--- config.mk ---
export PLATFORM = sky130hd
export DESIGN_NAME = multicycle_ctrl
export DESIGN_NICKNAME = d
export VERILOG_FILES = /design/src/rtl/multicycle_ctrl.sv
export SDC_FILE = /design/constraint.sdc
export NUM_CORES = 1
export LEC_CHECK = 0
export ABC_AREA = 0
export CAP_MARGIN = 20
export CELL_PAD_IN_SITES_DETAIL_PLACEMENT = 2
export CELL_PAD_IN_SITES_GLOBAL_PLACEMENT = 2
export CORE_UTILIZATION = 31
export CTS_CLUSTER_SIZE = 8
export DETAILED_ROUTE_END_ITERATION = 10
export DONT_BUFFER_PORTS = 1
export GPL_ROUTABILITY_DRIVEN = 0
export MAX_ROUTING_LAYER = met4
export PLACE_DENSITY_LB_ADDON = 0.1
export SLEW_MARGIN = 10
export SYNTH_ARGS = -nofsm -noshare
export SYNTH_HDL_FRONTEND = slang
export SYNTH_SLANG_ARGS = --single-unit
--- constraint.sdc ---
create_clock -name clk_i -period 2.2 [get_ports clk_i]
set_input_delay 0.44 -clock clk_i [delete_from_list [all_inputs] [get_ports clk_i]]
set_output_delay 0.44 -clock clk_i [all_outputs]
set_load 0.02 [all_outputs]
--- src/rtl/multicycle_ctrl.sv ---
// rtl/multicycle_ctrl.sv - main control FSM for the multi-cycle MIPS datapath
module multicycle_ctrl (
  input  logic       clk_i,
  input  logic       rst_i,
  input  logic [5:0] opcode_i,
  input  logic       zero_i,
  input  logic       mem_ready_i,
  output logic       pc_write_o,
  output logic [1:0] pc_src_o,
  output logic       ir_write_o,
  output logic       iord_o,
  output logic       mem_read_o,
  output logic       mem_write_o,
  output logic       reg_write_o,
  output logic       reg_dst_o,
  output logic       mem_to_reg_o,
  output logic       alu_src_a_o,
  output logic [1:0] alu_src_b_o,
  output logic [2:0] ALUOp_o,
  output logic       illegal_o,
  output logic       instr_done_o
);

  localparam logic [5:0] OP_RTYPE = 6'b000000;
  localparam logic [5:0] OP_ADDI  = 6'b001000;
  localparam logic [5:0] OP_SLTI  = 6'b001010;
  localparam logic [5:0] OP_BEQ   = 6'b000100;
  localparam logic [5:0] OP_LW    = 6'b100011;
  localparam logic [5:0] OP_SW    = 6'b101011;
  localparam logic [5:0] OP_J     = 6'b000010;

  localparam logic [2:0] ALU_ADD = 3'b000;
  localparam logic [2:0] ALU_SUB = 3'b001;
  localparam logic [2:0] ALU_SLT = 3'b101;
  localparam logic [2:0] ALU_R   = 3'b110;

  localparam logic [1:0] SRCB_REG  = 2'b00;
  localparam logic [1:0] SRCB_FOUR = 2'b01;
  localparam logic [1:0] SRCB_IMM  = 2'b10;
  localparam logic [1:0] SRCB_IMM4 = 2'b11;

  localparam logic [1:0] PCSRC_ALU    = 2'b00;
  localparam logic [1:0] PCSRC_ALUOUT = 2'b01;
  localparam logic [1:0] PCSRC_JUMP   = 2'b10;

  typedef enum logic [3:0] {
    S_IDLE,
    S_FETCH,
    S_DECODE,
    S_EXEC_R,
    S_WB_R,
    S_EXEC_I,
    S_WB_I,
    S_MEM_ADDR,
    S_MEM_RD,
    S_WB_MEM,
    S_MEM_WR,
    S_BRANCH,
    S_JUMP
  } state_t;

  state_t state_q, state_d;

  always_ff @(posedge clk_i) begin
    if (!rst_i) begin
      state_q <= S_IDLE;
    end else begin
      state_q <= state_d;
    end
  end

  always_comb begin
    state_d = state_q;
    case (state_q)
      S_IDLE:   state_d = S_FETCH;
      S_FETCH:  state_d = mem_ready_i ? S_DECODE : S_FETCH;
      S_DECODE: begin
        case (opcode_i)
          OP_RTYPE:        state_d = S_EXEC_R;
          OP_ADDI, OP_SLTI: state_d = S_EXEC_I;
          OP_LW, OP_SW:    state_d = S_MEM_ADDR;
          OP_BEQ:          state_d = S_BRANCH;
          OP_J:            state_d = S_JUMP;
          default:         state_d = S_FETCH;
        endcase
      end
      S_EXEC_R:   state_d = S_WB_R;
      S_WB_R:     state_d = S_FETCH;
      S_EXEC_I:   state_d = S_WB_I;
      S_WB_I:     state_d = S_FETCH;
      S_MEM_ADDR: state_d = (opcode_i == OP_LW) ? S_MEM_RD : S_MEM_WR;
      S_MEM_RD:   state_d = mem_ready_i ? S_WB_MEM : S_MEM_RD;
      S_WB_MEM:   state_d = S_FETCH;
      S_MEM_WR:   state_d = mem_ready_i ? S_FETCH : S_MEM_WR;
      S_BRANCH:   state_d = S_FETCH;
      S_JUMP:     state_d = S_FETCH;
      default:    state_d = S_IDLE;
    endcase
  end

  // Outputs are decoded from the current state; an asserted reset masks them
  // so an aborted memory access never issues a strobe in the reset cycle.
  always_comb begin
    pc_write_o   = 1'b0;
    pc_src_o     = PCSRC_ALU;
    ir_write_o   = 1'b0;
    iord_o       = 1'b0;
    mem_read_o   = 1'b0;
    mem_write_o  = 1'b0;
    reg_write_o  = 1'b0;
    reg_dst_o    = 1'b0;
    mem_to_reg_o = 1'b0;
    alu_src_a_o  = 1'b0;
    alu_src_b_o  = SRCB_REG;
    ALUOp_o      = ALU_ADD;
    illegal_o    = 1'b0;
    instr_done_o = 1'b0;
    if (rst_i) begin
      case (state_q)
        S_FETCH: begin
          mem_read_o  = 1'b1;
          alu_src_b_o = SRCB_FOUR;
          if (mem_ready_i) begin
            ir_write_o = 1'b1;
            pc_write_o = 1'b1;
          end
        end
        S_DECODE: begin
          alu_src_b_o = SRCB_IMM4;
          case (opcode_i)
            OP_RTYPE, OP_ADDI, OP_SLTI, OP_LW, OP_SW, OP_BEQ, OP_J: illegal_o = 1'b0;
            default: illegal_o = 1'b1;
          endcase
        end
        S_EXEC_R: begin
          alu_src_a_o = 1'b1;
          ALUOp_o     = ALU_R;
        end
        S_WB_R: begin
          reg_write_o  = 1'b1;
          reg_dst_o    = 1'b1;
          instr_done_o = 1'b1;
        end
        S_EXEC_I: begin
          alu_src_a_o = 1'b1;
          alu_src_b_o = SRCB_IMM;
          ALUOp_o     = (opcode_i == OP_SLTI) ? ALU_SLT : ALU_ADD;
        end
        S_WB_I: begin
          reg_write_o  = 1'b1;
          instr_done_o = 1'b1;
        end
        S_MEM_ADDR: begin
          alu_src_a_o = 1'b1;
          alu_src_b_o = SRCB_IMM;
        end
        S_MEM_RD: begin
          mem_read_o = 1'b1;
          iord_o     = 1'b1;
        end
        S_WB_MEM: begin
          reg_write_o  = 1'b1;
          mem_to_reg_o = 1'b1;
          instr_done_o = 1'b1;
        end
        S_MEM_WR: begin
          mem_write_o  = 1'b1;
          iord_o       = 1'b1;
          instr_done_o = mem_ready_i;
        end
        S_BRANCH: begin
          alu_src_a_o  = 1'b1;
          ALUOp_o      = ALU_SUB;
          pc_src_o     = PCSRC_ALUOUT;
          pc_write_o   = zero_i;
          instr_done_o = 1'b1;
        end
        S_JUMP: begin
          pc_src_o     = PCSRC_JUMP;
          pc_write_o   = 1'b1;
          instr_done_o = 1'b1;
        end
        default: begin
          pc_write_o = 1'b0;
        end
      endcase
    end
  end

endmodule

==> impl_metrics.ini <==
[status]
outcome = finished, final reports clean

[setup_path]
start_kind = register
r2r_start = state_q[2]
r2r_slack_ns = 0.89
critPathKind = register to primary output
cp-end-kind = primary output
cp_max_fo = 9
reg2reg_depth = 5
rr_endpoint = state_q[0]
required_ns = 1.76
arrival_ns = 1.60

[layout]
nets = 109
final_area_um2 = 669
filler_cell_count = 240
area_delta_synth_final_pct = 14.3
top_register = state_q
largestRegisters = state_q: 4 flops
largest_register_ffs = 4
antenna_cells = 0
layout-drive-gt1-share_pct = 19.6

[timing]
finalMaxSlewViolations = 0
slew_headroom_pct = 68.3
worst_slack_ns = 0.157
finClkSkew_ns = 0.00595
rsz0062_at_grt = no
fin_crit_sh_pct = 92.9
fin_setup_tns_ns = 0
finalHoldViolCount = 0
finalSetupViolations = 0
max_freq_mhz = 489
fin_crit_ns = 2.04
worst_pin_slew_ns = 0.475

[place]
place_ws_ns = 0.327
post_dp_cell_area_um2 = 644
dp_hpwl_um = 1540
io_buffers = 0

[clock_tree]
post-cts-setup-buffers = 0
clk_path_buf_depth = 2
cts_tree = built
clockRootBuffer = clkbuf_4
clkLatencyLatePin_ns = 0.25
clk_pin_slew_ns = 0.04
cts-buffers-inserted = 3
clock-sinks = 4
h-tree-depth = 1

[yosys]
ys_ff_latch = 4
ys_warn_count = 0
yosys.area_share.simple_pct = 52.6
yosysMostFrequentCell = nor2_1
synthArstFlopShare_pct = 0
synth_compound_area_share_pct = 25.0
yosys-top-cells-area = dfxtp_1, nor2_1, nand2b_1
synthesis.area_um2 = 586
synth_ff_type = dfxtp_1
synth_top_area_share_pct = 13.7
synth.avg_cell_area_um2 = 6.43
netlist-cell-type-count = 38
synth_top_family_by_area = simple AND/OR/NAND/NOR gates
synth_fp_nets = 101
synth_xor_area_share_pct = 1.50
synthMuxAreaShare_pct = 1.71
netlist.top_cell.by_area = dfxtp_1
ys_top_cells_by_count = nor2_1, nand2_1, a21oi_1, nand2b_1
synth_edf_count = 0
ys_seq_area_share_pct = 13.7
synthCells = 91
synth-adder-area-share_pct = 0

[global_routing]
antenna_found_initial = 0
grt_max_degree = 15
track_usage_pct = 22.3
grt_pass1_wl_um = 3220
grt_pass1_vias = 692
overflow = 0

[floorplanning]
dieArea_um2 = 2070
dieHeight_um = 45.5
die_w_um = 45.5
pin_count = 28
start_util_pct = 33.5
coreArea_um2 = 1750
std_cell_rows = 15

[min_path]
hold_class = primary input to register
holdPathEnd = state_q[1]
hold_path_depth = 2
hold_path.startpoint = opcode_i[4]

[pwr]
switchingPower_uw = 89.9
power_frac_seq_pct = 31.8
p_leak_uw = 0.000230
clkPwrFrac_pct = 37.8
intPower_uw = 166
powerDensity_nw_per_um2 = 383
netSwitchingFraction_pct = 35.1
ir_drop_uv = 165
pwr-share-comb_pct = 30.4

[detailed_routing]
post_drt_via_cell_ratio = 5.65
drc = 0
ant_nets = 0
drt-total-wl_um = 2090
dr_total_vias = 689
drtIter0Drc = 8
drtPass1Iterations = 4
routedWlPerCell_um = 17.2

[flow_run]
drv_cap = 0
==> stage by stage <==
stage               hold WS [ns]  total power [µW]  util (%)  std cells
floorplan                  0.563               141         -         91
global placement           0.629               158      36.9        119
detailed placement         0.655               159      36.9        119
CTS                        0.404               258      38.2        122
global route               0.406               273      38.4        122
finish                     0.404               256      38.4        122
==> how the worst max path moves through the flow <==
stage	startpoint	to	depth (start not counted)
global placement	opcode_i[0]	ALUOp_o[0]	4
detailed placement	state_q[3]	instr_done_o	4
global route	state_q[2]	instr_done_o	5
CTS	state_q[3]	instr_done_o	4
floorplan	opcode_i[0]	ALUOp_o[2]	3
finish	state_q[2]	instr_done_o	5
==> final cells by class <==
type | instances | area (µm²) | area share, %
timing repair buffer | 7 | 52.6 | 7.85
tap | 25 | 31.3 | 4.67
clock buffer | 3 | 22.5 | 3.36
inverter | 2 | 7.51 | 1.12
multi-input combinational | 81 | 473 | 70.7
sequential | 4 | 82.6 | 12.3
==> power by group through the flow <==
stage,combinational [µW],clock (µW),sequential [µW]
after floorplan,61.0,0,80.2
after global placement,75.6,0,82.4
after detailed placement,76.7,0,82.4
after CTS,78.3,98.4,81.3
after global routing,85.3,106,81.9
final,78.0,96.8,81.4
==> worst max-delay path, cell delays in order (launching register included) <==
cell and delay (ns):
dfxtp_1 0.34, buf_4 0.19, nand2b_1 0.19, nor2_1 0.15, a31oi_1 0.07, nor2b_1 0.41
==> cells in the final DEF (no fill, tap or decap), types with 3 or more instances in the layout <==
cell type,count
o21ai_1,3
a21oi_1,6
nand2b_1,6
nand3_1,3
clkbuf_4,3
nor3_1,3
nand2_1,9
nor2_1,17
nor2b_1,4
a31oi_1,3
buf_4,7
==> per-layer routing <==
metal	part of all wire, %	up-vias	GRT usage, %
met2	51	19	37.4
met1	44	334	26.7
li1	-	334	-
met4	0.38	0	3.64
met3	4.6	2	6.35
met5	0	-	-
==> cell families (layout without fill, tap and decap cells) <==
logic type	Yosys count	count (layout)
and+or+nand+nor	56	56
buffers and inverters	6	12
AOI/OAI and AO/OA	23	23
DFF	4	4
xor gates and xnor gates	1	1
muxes	1	1
==> timing repair <==
action                     in CTS  in global routing
gates resized for setup         0                  2
hold buffers                    0                  0
setup endpoints to repair       0                  3
(Power assumes the default switching activity.)
